==> config.mk <==
export PLATFORM = sky130hd
export DESIGN_NAME = uart_cmd_rx
export DESIGN_NICKNAME = d
export VERILOG_FILES = /design/src/rtl/uart_pkg.sv /design/src/rtl/sync_2ff.sv /design/src/rtl/uart_cmd_rx.sv
export SDC_FILE = /design/constraint.sdc
export NUM_CORES = 1
export LEC_CHECK = 0
export BUFFER_PORTS_ARGS = -buffer_cell sky130_fd_sc_hd__buf_2
export CORE_ASPECT_RATIO = 1.1
export CORE_MARGIN = 5
export CORE_UTILIZATION = 53
export CTS_CLUSTER_DIAMETER = 40
export CTS_CLUSTER_SIZE = 20
export DETAILED_ROUTE_END_ITERATION = 6
export PLACE_DENSITY = 0.75
export SETUP_SLACK_MARGIN = 0.02
export SLEW_MARGIN = 0
export SYNTH_ARGS = -nofsm -noshare
export SYNTH_HDL_FRONTEND = slang
export SYNTH_SLANG_ARGS = --single-unit
==> constraint.sdc <==
create_clock -name clk -period 1.89 [get_ports clk]
set_clock_uncertainty 0.2 [all_clocks]
set_input_delay 0.2835 -clock clk [delete_from_list [all_inputs] [get_ports clk]]
set_output_delay 0.2835 -clock clk [all_outputs]
set_load 0.02 [all_outputs]
==> src/rtl/uart_pkg.sv <==
// Shared UART definitions: receiver state encoding, bit-timing helpers and
// default clock/baud constants.
package uart_pkg;

  localparam int unsigned DEF_CLK_FREQ = 50_000_000;
  localparam int unsigned DEF_BAUD     = 115_200;

  typedef enum logic [2:0] {
    ST_IDLE,
    ST_START,
    ST_DATA,
    ST_STOP,
    ST_WAIT_IDLE
  } rx_state_e;

  function automatic int unsigned clks_per_bit(input int unsigned clk_freq,
                                               input int unsigned baud);
    return clk_freq / baud;
  endfunction

  function automatic int unsigned half_bit(input int unsigned clk_freq,
                                           input int unsigned baud);
    return clks_per_bit(clk_freq, baud) / 2;
  endfunction

endpackage

==> src/rtl/sync_2ff.sv <==
// Two-flop synchronizer for a single asynchronous input bit; both flops reset
// to RST_VAL.
module sync_2ff #(
  parameter logic RST_VAL = 1'b1
) (
  input  logic clk,
  input  logic rst,
  input  logic d,
  output logic q
);

  logic ff1_q, ff1_d;
  logic ff2_q, ff2_d;

  always_comb begin
    ff1_d = d;
    ff2_d = ff1_q;
  end

  always_ff @(posedge clk) begin
    if (rst) begin
      ff1_q <= RST_VAL;
      ff2_q <= RST_VAL;
    end else begin
      ff1_q <= ff1_d;
      ff2_q <= ff2_d;
    end
  end

  assign q = ff2_q;

endmodule

==> src/rtl/uart_cmd_rx.sv <==
// 8N1 UART command receiver: mid-bit sampling, holds the last good byte on cmd
// and reports bad stop bits (including line breaks) as a single frame_err.
module uart_cmd_rx
  import uart_pkg::*;
#(
  parameter int unsigned CLK_FREQ = DEF_CLK_FREQ,
  parameter int unsigned BAUD     = DEF_BAUD
) (
  input  logic       clk,
  input  logic       rst,
  input  logic       rx,
  output logic [7:0] cmd,
  output logic       cmd_valid,
  output logic       frame_err,
  output logic       busy
);

  localparam int unsigned CLKS = clks_per_bit(CLK_FREQ, BAUD);
  localparam int unsigned HALF = half_bit(CLK_FREQ, BAUD);
  localparam int unsigned TW   = $clog2(CLKS + 1);

  localparam logic [TW-1:0] HALF_M1 = TW'(HALF - 1);
  localparam logic [TW-1:0] CLKS_M1 = TW'(CLKS - 1);

  logic rx_s;

  rx_state_e     state_q, state_d;
  logic [TW-1:0] timer_q, timer_d;
  logic [2:0]    bit_idx_q, bit_idx_d;
  logic [7:0]    shift_q, shift_d;
  logic [7:0]    cmd_q, cmd_d;
  logic          cmd_valid_q, cmd_valid_d;
  logic          frame_err_q, frame_err_d;
  logic          busy_q, busy_d;
  logic [1:0]    settle_q, settle_d;
  logic          armed_q, armed_d;

  sync_2ff #(
    .RST_VAL(1'b1)
  ) u_sync (
    .clk(clk),
    .rst(rst),
    .d  (rx),
    .q  (rx_s)
  );

  always_comb begin
    state_d     = state_q;
    timer_d     = '0;
    bit_idx_d   = bit_idx_q;
    shift_d     = shift_q;
    cmd_d       = cmd_q;
    cmd_valid_d = 1'b0;
    frame_err_d = 1'b0;

    // The synchronizer's reset value looks like an idle line; only trust rx_s
    // once both flops hold real samples, and arm start detection only after a
    // genuine high so a line held low across reset is not taken as a start.
    settle_d = (settle_q == 2'd2) ? settle_q : settle_q + 2'd1;
    armed_d  = armed_q | ((settle_q == 2'd2) & rx_s);

    case (state_q)
      ST_IDLE: begin
        if (armed_q && !rx_s) begin
          state_d = ST_START;
        end
      end

      ST_START: begin
        if (timer_q == HALF_M1) begin
          if (rx_s) begin
            state_d = ST_IDLE;
          end else begin
            state_d   = ST_DATA;
            bit_idx_d = '0;
          end
        end else begin
          timer_d = timer_q + 1'b1;
        end
      end

      ST_DATA: begin
        if (timer_q == CLKS_M1) begin
          shift_d[bit_idx_q] = rx_s;
          if (bit_idx_q == 3'd7) begin
            state_d   = ST_STOP;
            bit_idx_d = '0;
          end else begin
            bit_idx_d = bit_idx_q + 3'd1;
          end
        end else begin
          timer_d = timer_q + 1'b1;
        end
      end

      ST_STOP: begin
        if (timer_q == CLKS_M1) begin
          if (rx_s) begin
            state_d     = ST_IDLE;
            cmd_d       = shift_q;
            cmd_valid_d = 1'b1;
          end else begin
            state_d     = ST_WAIT_IDLE;
            frame_err_d = 1'b1;
          end
        end else begin
          timer_d = timer_q + 1'b1;
        end
      end

      ST_WAIT_IDLE: begin
        if (rx_s) begin
          state_d = ST_IDLE;
        end
      end

      default: begin
        state_d = ST_IDLE;
      end
    endcase

    busy_d = (state_d != ST_IDLE);
  end

  always_ff @(posedge clk) begin
    if (rst) begin
      state_q     <= ST_IDLE;
      timer_q     <= '0;
      bit_idx_q   <= '0;
      shift_q     <= '0;
      cmd_q       <= '0;
      cmd_valid_q <= 1'b0;
      frame_err_q <= 1'b0;
      busy_q      <= 1'b0;
      settle_q    <= '0;
      armed_q     <= 1'b0;
    end else begin
      state_q     <= state_d;
      timer_q     <= timer_d;
      bit_idx_q   <= bit_idx_d;
      shift_q     <= shift_d;
      cmd_q       <= cmd_d;
      cmd_valid_q <= cmd_valid_d;
      frame_err_q <= frame_err_d;
      busy_q      <= busy_d;
      settle_q    <= settle_d;
      armed_q     <= armed_d;
    end
  end

  assign cmd       = cmd_q;
  assign cmd_valid = cmd_valid_q;
  assign frame_err = frame_err_q;
  assign busy      = busy_q;

endmodule

==> summary.md, run 1 <==
| Metric | Value |
|---|---|
| Busiest grt layer | met2 |
| Yosys cell types | 44 |
| Clk slew on worst S/H paths | roughly 0.13 ns |
| Initial antenna violation count | 0 |
| Leak | ~0.94 nW |
| Post-DP HPWL | just under 3 mm |
| Die width | 65.7 microns |
| Final hold violation count | 0 |
| Switching power | roughly 0.00038 W |
| Hold_sp | rst |
| Clk sink count | 39 |
| Worst R2R Start | state_q[2] |
| WP data required | approximately 1.9 ns |
| Seq/Total Area, Yosys | 43.2% |
| Routed Antenna Nets | 0 |
| Sw Ratio | 26.7% |
| # IOs | 14 |
| Dpl cells | 262 |
| Final Setup Violations | 1 |
| Slew HR | 66.1% |
| FILL cells | 277 |
| Total CTS buffers | 5 |
| Worst-path fanout max | 4 |
| Mapped Cells | 200 |
| Final Max Slew Viols | 0 |
| Worst-Margin Slew | ~0.51 ns |
| Via count | 1605 |
| Worst setup path class | reg2reg |
| CP startpoint | state_q[2] |
| Number of synthesized flops with an enable pin | 0 |
| N_diodes | 0 |
| Worst Reg2Reg Path Length in Cells | 4 |
| Met2 global-route usage | 34.7% |
| Maximum clock path buffer count | 2 |
| Synth top area share | 43.2% |
| Final Non-Filler Cells | 274 |
| Later-pin clock latency in the skew report | 0.35 ns |
| Tot GR Track Use | 19.3% |
| Total of warnings raised by yosys | 0 |
| Hold path depth | 2 |
| Final wirelength | 4.12 mm |
| DRC Markers | 0 |
| M3 GR Usage | 4.70% |
| Htree depth | 2 |
| First-pass GRT wire length | 7.02 mm |
| Drt wl/cell | 15.0 microns |
| Tmin final | roughly 1.9 ns |
| Fmax achieved | 525 MHz |
| RD Place Congestion | 0.891 |
| Tcrit/Tclk final | 101% |
| Pwr dens | roughly 640 nW/um^2 |
| Core ar. | 3300 sq um |
| Asr flop ratio synth | 0% |
| Initial Util | 54.7% |
| Clock network fraction of design power | 30.2% |
| Failing checks | setup timing |
| Startpoint types | flop |
| Area grow syn2layout | 24.4% |
| FF+latch count, synth | 39 |
| Area leader, netlist | dfxtp_1 |
| Mapped Nets | about 210 |
| Internal | 0.00105 W |
| Placement Cell Area | 2060 sq um |
| Syn Std Cell Area | 1810 sq um |
| Post-route cell area | approximately 2200 sq um |
| Crit end category | flop |
| Share of layout cells above drive strength 1 | 32.4% |
| Hold Path Class | in2reg |
| Nets | 246 |
| Synth Flop Type | dfxtp_1 |
| GRT met1 Usage | 21.3% |
| Rows | 22 |
| Max-cap violations | 0 |
| RSZ-0062 raised after global routing | yes |
| Register area | 790 sq um |
| Ranking of synthesized cells by area | dfxtp_1 43%, nor2_1 6.7%, mux2i_1 4.4% |
| Multi-input gate area | 1030 sq um |
| Drt pass-1 iters | 4 |
| CTS tree | built |
| IR drop worst, VDD | 0.532 mV |
| Outcome | finished with violations |
| Comb pwr share | roughly 8.7% |
| Mean Syn Cell Area | roughly 9.0 sq um |
| WP data arrival | approximately 1.9 ns |
| Total congestion overflow | 0 |
| Iter 0 DRT Violations | 107 |
| Via density | a little under 6 |
| Port Buf Inserts | 13 |
| Die ar. | 4680 sq um |
| CTS root buf | clkbuf_4 |
| Worst setup slack after layout | -0.0151 ns |
| Part of the power in registers | ~60% |
| Die H | 71.2 microns |
| Number of global-route vias before repair | roughly 1600 |
| Largest net degree at the start of global routing | 29 |
-- registers in the layout, indices dropped and copies added, names as in the netlist --
name          count
shift_q           8
cmd               8
cmd_valid         1
timer_q           9
state_q           3
armed_q           1
u_sync.ff1_q      1
frame_err         1
bit_idx_q         3
settle_q          2
busy              1
u_sync.q          1
-- critical path, stage by stage, from the launching register on --
cell and delay [ns]:
dfxtp_2 0.34, or3b_4 0.39, or4_4 0.54, o31ai_4 0.20, a21oi_1 0.10
-- final cells by class --
type                       instances  share of cell area (%)
multi-input combinational        141                    46.0
sequential                        39                    35.2
tap                               36                    2.01
inverter                           8                    1.45
clock buffer                       5                    1.67
clock inverter                     3                   0.891
timing repair buffer              42                    12.9
-- worst paths after layout --
| path | endpoint | slack, ns |
|---|---|---|
| max | shift_q[0] | -0.02 |
| min | cmd[0] | 0.17 |
| max reg2reg | shift_q[0] | -0.02 |
| min reg2reg | u_sync.q | 0.23 |
-- cell usage after synthesis (2+ instances only) --
cell type  number
nand3_1        10
mux2i_1         8
nand2b_1        5
nand2_1         3
nand4b_1        3
or2_2           3
a21oi_1        14
nand4_1         5
dfxtp_1        39
o21ai_0         9
ha_1            6
and4_1          2
xnor2_1         6
o31ai_1         5
nor4_1          2
nor2_1         32
xor2_1          2
a41oi_1         2
inv_1           8
nor2b_1         3
nor3_1          2
clkbuf_1        9
-- per-stage QoR --
stage	util, %	hold WS, ns	setup TNS [ns]	setup WS, ns	power (W)
after detailed placement	62.3	0.198	-0.125	-0.0800	0.00101
after floorplan	-	0.187	-0.0111	-0.0111	0.000978
final	68.0	0.167	-0.0151	-0.0151	0.00143
after global routing	68.0	0.162	-0.396	-0.132	0.00151
after CTS	66.1	0.160	-0.00580	-0.00580	0.00144
after global placement	62.3	0.197	0	0.0292	0.000998
-- power groups by stage --
stage	clock network [W]	registers, W	logic (W)
floorplan	0	0.000887	0.0000913
CTS	0.000441	0.000875	0.000124
finish	0.000433	0.000874	0.000124
global route	0.000486	0.000877	0.000147
global placement	0	0.000890	0.000108
detailed placement	0	0.000894	0.000118
-- routing by layer --
layer	vias to the layer above	part of all wire (%)
li1	781	-
met1	760	39
met2	53	53
met3	11	5.4
met4	0	2.4
met5	-	0
-- kinds of logic (layout without fill, tap and decap cells) --
logic type / count (synthesis) / in the layout / synth area share (%)
multiplexers: 8 / 8 / 4.44
XOR/XNOR: 8 / 8 / 3.88
buffers and inverters: 20 / 58 / 4.43
AO/OA/AOI/OAI: 38 / 38 / 13.1
flip-flops: 39 / 39 / 43.2
adder cells (fa/ha/maj): 6 / 6 / 4.16
AND/OR/NAND/NOR: 81 / 81 / 26.8
-- cell usage in the layout (no fill, tap or decap), types with 5 or more instances in the layout --
cell / count
a21oi_1: 12
buf_2: 13
buf_4: 27
clkbuf_4: 5
dfxtp_1: 34
inv_1: 6
mux2i_1: 8
nand2b_1: 5
nand3_1: 10
nand4_1: 5
nor2_1: 32
o21ai_0: 5
xnor2_1: 6
-- what timing repair did --
item,CTS,global route
hold buffers,1,0
setup buffers,3,0
setup endpoints to repair,7,18
pin swaps,8,9
gates resized for setup,10,18
endpoints found under the hold margin,1,0
Power figures use the tool's default switching activity.
==> inputs of run 2 (changes only) <==
--- a/config.mk
+++ b/config.mk
@@ -13,6 +13,7 @@
 export CTS_CLUSTER_SIZE = 20
 export DETAILED_ROUTE_END_ITERATION = 6
 export PLACE_DENSITY = 0.75
+export RECOVER_POWER = 25
 export SETUP_SLACK_MARGIN = 0.02
 export SLEW_MARGIN = 0
 export SYNTH_ARGS = -nofsm -noshare
==> summary.md, run 2 (synthesized netlist as in run 1, its figures left out) <==
| Metric | Value |
|---|---|
| WHS | 0.167 ns |
| Total congestion overflow | 0 |
| CTS root buf | clkbuf_4 |
| Worst setup path class | reg2reg |
| Comb pwr share | 8.6% |
| First-pass GRT wire length | between 7 and 8 mm |
| Tmin final | 1.90 ns |
| Hold_sp | rst |
| Initial Util | 54.7% |
| Final Setup Violations | 1 |
| Via density | 5.88 |
| Drt wl/cell | 15.1 microns |
| Port Buf Inserts | 13 |
| Post-DP HPWL | 2.95 mm |
| WP data arrival | 1.92 ns |
| Core ar. | 3300 sq um |
| Number of global-route vias before repair | 1578 |
| Flop-to-flop setup slack | -0.01 ns |
| Startpoint types | flop |
| Critical R2R Capture | shift_q[0] |
| Crit end category | flop |
| IR drop worst, VDD | about 0.53 mV |
| Commonest cells after routing, fill and taps aside | 34 x dfxtp_1, 32 x nor2_1, 27 x buf_4 |
| Tcrit/Tclk final | 101% |
| Iter 0 DRT Violations | 107 |
| Met1 Wirelength | 1.64 mm |
| Slew HR | approximately two thirds |
| Die width | 65.7 microns |
| Die H | between 70 and 80 microns |
| Rows | 22 |
| Share of layout cells above drive strength 1 | a little under a third |
| Final hold violation count | 0 |
| Worst-Margin Slew | 0.508 ns |
| Hold Path Class | in2reg |
| Clock network fraction of design power | 30.3% |
| Final Max Slew Viols | 0 |
| # IOs | 14 |
| Met3 WL | 218 microns |
| Clk sink count | 39 |
| Via count | 1610 |
| RSZ-0062 raised after global routing | yes |
| Htree depth | 2 |
| N_diodes | 0 |
| Area grow syn2layout | 24.0% |
| Max-cap violations | 0 |
| Pwr dens | about 640 nW/um^2 |
| Register area | 790 sq um |
| Largest register FFs | 9 |
| Leak | 0.916 nW |
| Clk slew on worst S/H paths | 0.13 ns |
| Final wirelength | 4.14 mm |
| WP data required | roughly 1.9 ns |
| Commonest non-fill, non-tap cell in the layout | dfxtp_1 |
| Later-pin clock latency in the skew report | 0.35 ns |
| Part of the power in registers | ~60% |
| Overall Power | approximately 0.0014 W |
| Fmax achieved | 525 MHz |
| Internal | 0.00105 W |
| Switching power | 0.000382 W |
| DRC Markers | 0 |
| Failing checks | setup timing |
| Outcome | finished with violations |
| FILL cells | 281 |
| Total CTS buffers | 5 |
| Maximum clock path buffer count | 2 |
| Multi-input gate area | around 1000 sq um |
| Met2 routed WL | 2.19 mm |
| Initial antenna violation count | 0 |
| Worst-path fanout max | 4 |
| Sw Ratio | a little over a quarter |
| Worst R2R Start | state_q[2] |
| Tot GR Track Use | between 10% and 20% |
| Nets | 246 |
| Routed Antenna Nets | 0 |
| DR top layer | met4 |
| Hold worst-path end | cmd[0] |
| Setup tns final | -0.0148 ns |
| Largest net degree at the start of global routing | 29 |
| CTS tree | built |
| Hold path depth | 2 |
| Worst Reg2Reg Path Length in Cells | 4 |
| Die ar. | between 4000 and 5000 sq um |
| RD Place Congestion | ~0.89 |
| Worst setup slack after layout | -0.0148 ns |
| Drt pass-1 iters | 4 |
| Most flops, register | timer_q |
run 2: final cells by class:
type,count,share of cell area [%]
clock buffer,5,1.68
clock inverter,3,0.894
tap,36,2.01
sequential,39,35.3
timing repair buffer,42,12.6
multi-input combinational,141,46.1
inverter,8,1.45
run 2: per-stage QoR:
step                      cell area (sq um)  util [%]  std cells  setup slack, ns
after floorplan                        1810         -        200          -0.0111
after global placement                 2060      62.3        262           0.0292
after detailed placement               2060      62.3        262          -0.0800
after CTS                              2180      66.1        274         -0.00580
after global routing                   2240      67.8        274           -0.132
final                                  2240      67.8        274          -0.0148
run 2: power groups by stage:
stage | Clock (W) | Combinational [W] | Sequential [W]
6_report | 0.000433 | 0.000124 | 0.000874
2_1_floorplan | 0 | 0.0000913 | 0.000887
3_5_place_dp | 0 | 0.000118 | 0.000894
4_1_cts | 0.000441 | 0.000124 | 0.000875
3_3_place_gp | 0 | 0.000108 | 0.000890
5_1_grt | 0.000486 | 0.000147 | 0.000877
run 2: worst max-delay path, stage by stage, from the launching register on:
cell and delay [ns]:
dfxtp_2 0.34, or3b_4 0.39, or4_4 0.54, o31ai_4 0.20, a21oi_1 0.10
run 2: worst max-delay path by stage:
stage	start	end	slack, ns	cells past startpoint
finish	state_q[2]	shift_q[0]	-0.01	4
global route	timer_q[0]	bit_idx_q[0]	-0.13	8
CTS	timer_q[1]	bit_idx_q[2]	-0.006	6
detailed placement	timer_q[1]	bit_idx_q[2]	-0.08	6
global placement	timer_q[1]	bit_idx_q[2]	0.03	6
floorplan	timer_q[1]	bit_idx_q[2]	-0.01	6
run 2: repair_timing:
| action | CTS | global route |
|---|---|---|
| pin swaps | 8 | 9 |
| gates resized for setup | 10 | 18 |
| setup buffers | 3 | 0 |
| endpoints found under the hold margin | 1 | 0 |
| endpoints found under the setup margin | 7 | 18 |
| hold buffers | 1 | 0 |
run 2: layer usage:
layer  GRT usage [%]  vias up
met5               0        -
met4            8.06        0
met3            4.70       11
met2            34.7       51
met1            21.3      768
li1                -      780
